<file path="config.mk">
export PLATFORM = sky130hd
export DESIGN_NAME = cell_decoder
export DESIGN_NICKNAME = d
export VERILOG_FILES = /design/src/rtl/cell_decoder.sv
export SDC_FILE = /design/constraint.sdc
export NUM_CORES = 1
export LEC_CHECK = 0
export CORE_MARGIN = 2
export CORE_UTILIZATION = 61
export DETAILED_ROUTE_END_ITERATION = 7
export PLACE_DENSITY = 0.82
export SLEW_MARGIN = 20
export SYNTH_ARGS = -nofsm -noshare
export SYNTH_HDL_FRONTEND = slang
export SYNTH_SLANG_ARGS = --single-unit
export TNS_END_PERCENT = 30
</file>
<file path="constraint.sdc">
create_clock -name clk -period 3.65 [get_ports clk]
set_input_delay 0.365 -clock clk [delete_from_list [all_inputs] [get_ports clk]]
set_output_delay 0.365 -clock clk [all_outputs]
set_load 0.02 [all_outputs]
</file>
<file path="src/rtl/cell_decoder.sv">
// -----------------------------------------------------------------------------
// cell_decoder
//   Snoops the per-pixel plot bus heading to the VGA adapter and captures every
//   write that lands inside a 16x16 cell, anchored at a programmed origin, into
//   a 1-bit bitmap. When done_in arrives, the block scans the bitmap one bit per
//   cycle in row-major order. It then reports the pixel count, the row and
//   column occupancy masks and the out-of-window write count. Game logic uses
//   these results to identify which glyph was drawn.
//
//   Parameter BG_COLOUR  : erase colour. A write of this colour clears the bit;
//                          a write of any other colour sets it.
//   Optional feature macro CELL_DECODER_BBOX_EN : adds the bounding-box outputs.
//
// Ports
//   clk, reset_n            clock; asynchronous active-low reset
//   start                   latch ox/oy, clear the bitmap, begin capture
//   ox[7:0], oy[6:0]        cell origin, sampled on start
//   x[7:0], y[6:0]          plot bus coordinates
//   colour[2:0], plot       plot bus colour and write strobe
//   done_in                 end of symbol; begin the scan
//   busy                    high in CAPTURE or SCAN
//   valid                   one-cycle pulse when the results update
//   pix_count[8:0]          number of set bits, 0..256
//   row_mask[15:0]          bit r is set if row r holds any pixel
//   col_mask[15:0]          bit c is set if column c holds any pixel
//   oob_count[7:0]          out-of-window writes during capture, saturates at 255
//   bbox_{x,y}{min,max}     (CELL_DECODER_BBOX_EN only) 4-bit bounding box
// -----------------------------------------------------------------------------
module cell_decoder #(
  parameter logic [2:0] BG_COLOUR = 3'b000
) (
  input  logic        clk,
  input  logic        reset_n,
  input  logic        start,
  input  logic [7:0]  ox,
  input  logic [6:0]  oy,
  input  logic [7:0]  x,
  input  logic [6:0]  y,
  input  logic [2:0]  colour,
  input  logic        plot,
  input  logic        done_in,
  output logic        busy,
  output logic        valid,
  output logic [8:0]  pix_count,
  output logic [15:0] row_mask,
  output logic [15:0] col_mask,
`ifdef CELL_DECODER_BBOX_EN
  output logic [3:0]  bbox_xmin,
  output logic [3:0]  bbox_xmax,
  output logic [3:0]  bbox_ymin,
  output logic [3:0]  bbox_ymax,
`endif
  output logic [7:0]  oob_count
);

  typedef enum logic [1:0] {S_IDLE, S_CAPTURE, S_SCAN, S_DONE} state_t;

  state_t        r_state, w_next_state;
  logic [7:0]    r_ox;
  logic [6:0]    r_oy;
  logic [255:0]  r_bitmap;
  logic [7:0]    r_idx;
  logic [8:0]    r_acc_cnt;
  logic [15:0]   r_acc_row, r_acc_col;
  logic [7:0]    r_oob;

  // The subtraction wraps, so a coordinate left of or above the origin becomes
  // a large offset and falls outside the window.
  logic [7:0]    w_dx;
  logic [6:0]    w_dy;
  logic          w_in_win;
  logic [7:0]    w_wr_idx;
  logic          w_scan_bit;
  logic [3:0]    w_row, w_col;
  logic [8:0]    w_cnt_nxt;
  logic [15:0]   w_row_nxt, w_col_nxt;

  assign w_dx       = x - r_ox;
  assign w_dy       = y - r_oy;
  assign w_in_win   = (w_dx < 8'd16) && (w_dy < 7'd16);
  assign w_wr_idx   = {w_dy[3:0], w_dx[3:0]};
  assign w_scan_bit = r_bitmap[r_idx];
  assign w_row      = r_idx[7:4];
  assign w_col      = r_idx[3:0];
  assign w_cnt_nxt  = r_acc_cnt + {8'd0, w_scan_bit};
  assign w_row_nxt  = r_acc_row | (16'(w_scan_bit) << w_row);
  assign w_col_nxt  = r_acc_col | (16'(w_scan_bit) << w_col);

  assign busy      = (r_state == S_CAPTURE) || (r_state == S_SCAN);
  assign valid     = (r_state == S_DONE);
  assign oob_count = r_oob;

`ifdef CELL_DECODER_BBOX_EN
  logic [3:0] r_acc_xmin, r_acc_xmax, r_acc_ymin, r_acc_ymax;
  logic [3:0] w_xmin_nxt, w_xmax_nxt, w_ymin_nxt, w_ymax_nxt;

  assign w_xmin_nxt = (w_scan_bit && (w_col < r_acc_xmin)) ? w_col : r_acc_xmin;
  assign w_xmax_nxt = (w_scan_bit && (w_col > r_acc_xmax)) ? w_col : r_acc_xmax;
  assign w_ymin_nxt = (w_scan_bit && (w_row < r_acc_ymin)) ? w_row : r_acc_ymin;
  assign w_ymax_nxt = (w_scan_bit && (w_row > r_acc_ymax)) ? w_row : r_acc_ymax;
`endif

  // State register
  always_ff @(posedge clk or negedge reset_n) begin
    if (!reset_n) r_state <= S_IDLE;
    else          r_state <= w_next_state;
  end

  // Next-state logic
  // NOTE: assign a default before the case statement so that no path leaves
  // w_next_state unassigned. An unassigned path would infer a latch.
  always_comb begin
    w_next_state = r_state;
    case (r_state)
      S_IDLE:    if (start) w_next_state = S_CAPTURE;
      S_CAPTURE: begin
        if (start)        w_next_state = S_CAPTURE;
        else if (done_in) w_next_state = S_SCAN;
      end
      S_SCAN:    if (r_idx == 8'hFF) w_next_state = S_DONE;
      S_DONE:    w_next_state = S_IDLE;
      default:   w_next_state = S_IDLE;
    endcase
  end

  // Datapath: capture, scan accumulation and result registers.
  // NOTE: the bitmap sits in flops, not RAM, so it can be reset asynchronously
  // together with the other state. This also makes the whole-cell clear on
  // start a single-cycle operation.
  always_ff @(posedge clk or negedge reset_n) begin
    if (!reset_n) begin
      r_ox      <= '0;
      r_oy      <= '0;
      r_bitmap  <= '0;
      r_idx     <= '0;
      r_acc_cnt <= '0;
      r_acc_row <= '0;
      r_acc_col <= '0;
      r_oob     <= '0;
      pix_count <= '0;
      row_mask  <= '0;
      col_mask  <= '0;
`ifdef CELL_DECODER_BBOX_EN
      r_acc_xmin <= '0;
      r_acc_xmax <= '0;
      r_acc_ymin <= '0;
      r_acc_ymax <= '0;
      bbox_xmin  <= '0;
      bbox_xmax  <= '0;
      bbox_ymin  <= '0;
      bbox_ymax  <= '0;
`endif
    end else begin
      case (r_state)
        S_IDLE, S_CAPTURE: begin
          if (start) begin
            r_ox     <= ox;
            r_oy     <= oy;
            r_bitmap <= '0;
            r_oob    <= '0;
          end else if (r_state == S_CAPTURE) begin
            // A plot in the same cycle as done_in still lands before the scan.
            if (plot) begin
              if (w_in_win)           r_bitmap[w_wr_idx] <= (colour != BG_COLOUR);
              else if (r_oob != 8'hFF) r_oob <= r_oob + 8'd1;
            end
            if (done_in) begin
              r_idx     <= '0;
              r_acc_cnt <= '0;
              r_acc_row <= '0;
              r_acc_col <= '0;
`ifdef CELL_DECODER_BBOX_EN
              r_acc_xmin <= 4'hF;
              r_acc_xmax <= 4'h0;
              r_acc_ymin <= 4'hF;
              r_acc_ymax <= 4'h0;
`endif
            end
          end
        end
        S_SCAN: begin
          r_idx     <= r_idx + 8'd1;
          r_acc_cnt <= w_cnt_nxt;
          r_acc_row <= w_row_nxt;
          r_acc_col <= w_col_nxt;
`ifdef CELL_DECODER_BBOX_EN
          r_acc_xmin <= w_xmin_nxt;
          r_acc_xmax <= w_xmax_nxt;
          r_acc_ymin <= w_ymin_nxt;
          r_acc_ymax <= w_ymax_nxt;
`endif
          // The results include the last bit, so they are visible in the
          // same cycle that valid is high.
          if (r_idx == 8'hFF) begin
            pix_count <= w_cnt_nxt;
            row_mask  <= w_row_nxt;
            col_mask  <= w_col_nxt;
`ifdef CELL_DECODER_BBOX_EN
            bbox_xmin <= w_xmin_nxt;
            bbox_xmax <= w_xmax_nxt;
            bbox_ymin <= w_ymin_nxt;
            bbox_ymax <= w_ymax_nxt;
`endif
          end
        end
        default: ;
      endcase
    end
  end

endmodule

</file>
==> run summary <==
Startpoint types -> register
Crit path capture type -> register
Fin Hold WS -> 0.374 ns
Gate count after technology mapping -> 1933
Slew margin rel. -> 0.330
Slew Limit Fails -> 0
Worst-skew pair later-pin latency -> 0.53 ns
Starting Density -> 0.619
Largest net degree at the start of global routing -> 267
Area of the multi-input gates -> 9410 um^2
Drt drc -> 0
IO Pins -> 89
Crit-path cells -> buf_12 -> buf_12 -> buf_4 -> mux2i_1 -> o21ai_0 -> o41ai_2 -> nor4_2 -> o22ai_2 -> mux2i_4 -> ha_1 -> ha_1 -> nand3_1 -> nor2_2 -> mux2_2 -> a22o_1
Clock tree sinks -> 371
Pleak -> 9.21 nW
Clock power frac -> 0.352
Final hold violation count -> 0
DPL Wire Length -> 33200 um
CTS clk-pin slew, worst paths -> 0.06 ns
Pwr Density -> 522 nW/um^2
Max Fclk -> 277 MHz
Setup repair bufs after CTS -> 0
Vias in the first global route -> 16.1k
Remaining global-route overflow -> 0
Sequential power share -> 0.365
Num CTS Buffers -> 40
Total power -> 11.8 mW
Drt pass-1 iters -> 5
GRT Total Usage -> 0.312
Worst setup margin -> 0.0457 ns
Part of the cycle the worst path needs -> 0.987
Die area -> 33400 um^2
Hold crit path type -> in -> reg
Placed insts -> 2379
Req. time, crit path -> 4.06 ns
Highest net fanout along the worst path -> 14
Vias -> 15.7k
Reg area -> 9290 um^2
Post-Place Worst Slack -> -0.237 ns
Drt first-iter violations -> 1721
Synth Area per Inst -> 10.1 um^2
Crit path largest cell delay -> 0.50 ns
Comb power frac -> 0.283
Count of cell types in the netlist -> 74
FILL cells -> 2169
Layout area overhead -> 15.9%
Routed wire per std cell -> 21.0 um
DRT antenna net count -> 0
Die Span Y -> 183 um
Worst Max-Slew Pin Slew -> 1.00 ns
First-pass GRT wire length -> 83600 um
Sequential fraction of the synthesis area -> 0.476
Non-filler cells, final -> 2452
Flops & latches, synth -> 371
ANT cells -> 0
Internal power contribution -> 7.66 mW
Placer congestion estimate -> 0.868
Chip width -> 183 um
Final setup viols -> 0
H-tree Lvls -> 2
Kind of critical path -> reg -> reg
Slowest-stage cell, CP -> dfrtp_4
Post-DR vias/cell -> 6.39
Root Driver -> clkbuf_16
Antenna violations before repair -> 0
Layout cells sized above 1 -> 0.142
Clock Skews -> 0.0162 ns
Ys async rst share -> 1.00
IO Port Bufs -> 88
Post-synth EDFFs -> 0
Primary FF master, synth -> dfrtp_1
RSZ-0062 raised after global routing -> true
Rows -> 65
Max_cap viols -> 0
Yosys warns -> 0
Synthesized cell area -> 19500 um^2
Final Util -> 0.717
Syn Nets -> 1995
Outcome -> complete, no violations
Clk buf depth -> 3
Nets@finish -> 2083
Psw -> 4.11 mW
Min Clock Period, post-route -> 3.60 ns
Worst endpoint data arrival time -> 4.02 ns
CTS tree -> yes
Switching share of power -> 0.349
Core area -> 31500 um^2
Routed Wire Length -> 51500 um
Maximum VDD drop -> 0.415 mV
per-stage QoR:
step           setup TNS (ns)  cell area (um^2)
4_1_cts                     0             22500
6_report                    0             22600
3_3_place_gp           -24.43             21100
2_1_floorplan               0             19500
5_1_grt                -0.143             22600
3_5_place_dp           -41.96             21100
area by class of cell:
class                           count  share of cell area
Inverter                           32             0.00532
Sequential cell                   371               0.411
Multi-Input combinational cell   1380               0.417
Clock buffer                       60              0.0544
Clock inverter                     11             0.00560
Timing Repair Buffer              196              0.0844
Tap cell                          402              0.0223
metal layers:
| metal | global-route usage | part of all wire |
|---|---|---|
| met3 | 0.0542 | 0.078 |
| met5 | 0 | 0 |
| met4 | 0.108 | 0.030 |
| met1 | 0.408 | 0.39 |
| met2 | 0.529 | 0.50 |
registers in the layout, indices dropped and copies added (netlist names), 9 cells and up, named ones only:
| signal | cells |
|---|---|
| r_acc_row | 16 |
| r_acc_cnt | 9 |
| pix_count | 9 |
| r_bitmap | 256 |
| r_acc_col | 16 |
| col_mask | 16 |
| row_mask | 16 |
cell usage in the layout, fill, tap and decap left out, types with 7 or more instances in the layout:
cell,Yosys,routed
clkbuf_8,0,13
nor3_1,12,11
nor2_1,234,232
mux2_2,40,40
nand2_1,371,371
o21ai_1,90,89
nand3_1,19,19
clkbuf_16,0,41
a31oi_1,7,7
o311ai_0,64,61
nand4_1,7,7
mux2i_1,228,228
nor2b_1,18,18
a22o_1,12,12
a21oi_1,20,19
inv_1,31,31
buf_12,2,15
ha_1,22,22
and3_1,8,8
xor2_1,9,9
clkdlybuf4s50_1,0,87
nand2b_1,11,11
buf_4,5,91
o21ai_0,41,41
dfrtp_1,371,369
mux4_2,39,40
xnor2_1,8,8
power by group through the flow:
stage	Clock, mW	Combinational, mW	Sequential, mW
CTS	4.18	3.21	4.30
detailed placement	0	3.18	4.37
finish	4.15	3.33	4.30
global placement	0	3.11	4.37
floorplan	0	2.04	4.37
global route	4.35	3.57	4.31
worst max-delay path, delay by kind of cell (launching register included):
family,cells,cell delay [ns]
AO/OA/AOI/OAI,4,0.79
adder cells (fa/ha/maj),2,0.38
buffers and inverters,3,0.48
flip-flops,1,0.50
multiplexers,3,0.65
AND/OR/NAND/NOR,3,0.65
synth_stat cells, drive strengths merged, types with 3 or more instances:
cell	number	area share
a211oi	5	0.0019
a21o	5	0.0019
a21oi	20	0.0051
a221oi	3	0.0013
a22o	12	0.0054
a22oi	5	0.0019
a311oi	4	0.0018
a31oi	7	0.0022
a32o	3	0.0015
a41o	4	0.0021
and2	4	0.0013
and3	8	0.0026
buf	42	0.018
clkbuf	108	0.021
dfrtp	371	0.48
ha	22	0.014
inv	32	0.0062
mux2	41	0.024
mux2i	229	0.12
mux4	44	0.052
nand2	375	0.073
nand2b	11	0.0035
nand3	21	0.0067
nand3b	3	0.0012
nand4	7	0.0022
nor2	234	0.045
nor2b	19	0.0065
nor3	12	0.0031
nor4	9	0.0035
o211ai	6	0.0023
o21a	3	0.0012
o21ai	131	0.034
o22ai	9	0.0035
o311ai	64	0.029
o31ai	7	0.0027
or3	8	0.0026
xnor2	8	0.0036
xor2	9	0.0040
cells by family after synthesis:
family | synth area share
AND/OR/NAND/NOR | 0.156
flip-flops | 0.476
multiplexers | 0.194
AO/OA/AOI/OAI | 0.105
buffers and inverters | 0.0453
adder cells (fa/ha/maj) | 0.0162
XOR/XNOR | 0.00764
worst paths after layout:
| path | to | start | cells past startpoint | slack (ns) |
|---|---|---|---|---|
| max | r_acc_cnt[8] | r_idx[0] | 15 | 0.05 |
| min | r_oy[6] | oy[6] | 3 | 0.37 |
| max reg2reg | r_acc_cnt[8] | r_idx[0] | 15 | 0.05 |
| min reg2reg | pix_count[3] | pix_count[3] | 2 | 0.48 |
| max in group asynchronous | r_bitmap[223] | reset_n | 3 | 2.10 |
| min in group asynchronous | pix_count[6] | reset_n | 2 | 0.44 |
what timing repair did:
action | CTS | global route
endpoints found under the setup margin | 0 | 39
resized for setup | 0 | 15
hold buffers | 1 | 0
hold endpoints to repair | 88 | 0
Note: power is estimated with default switching activity, not from simulation.
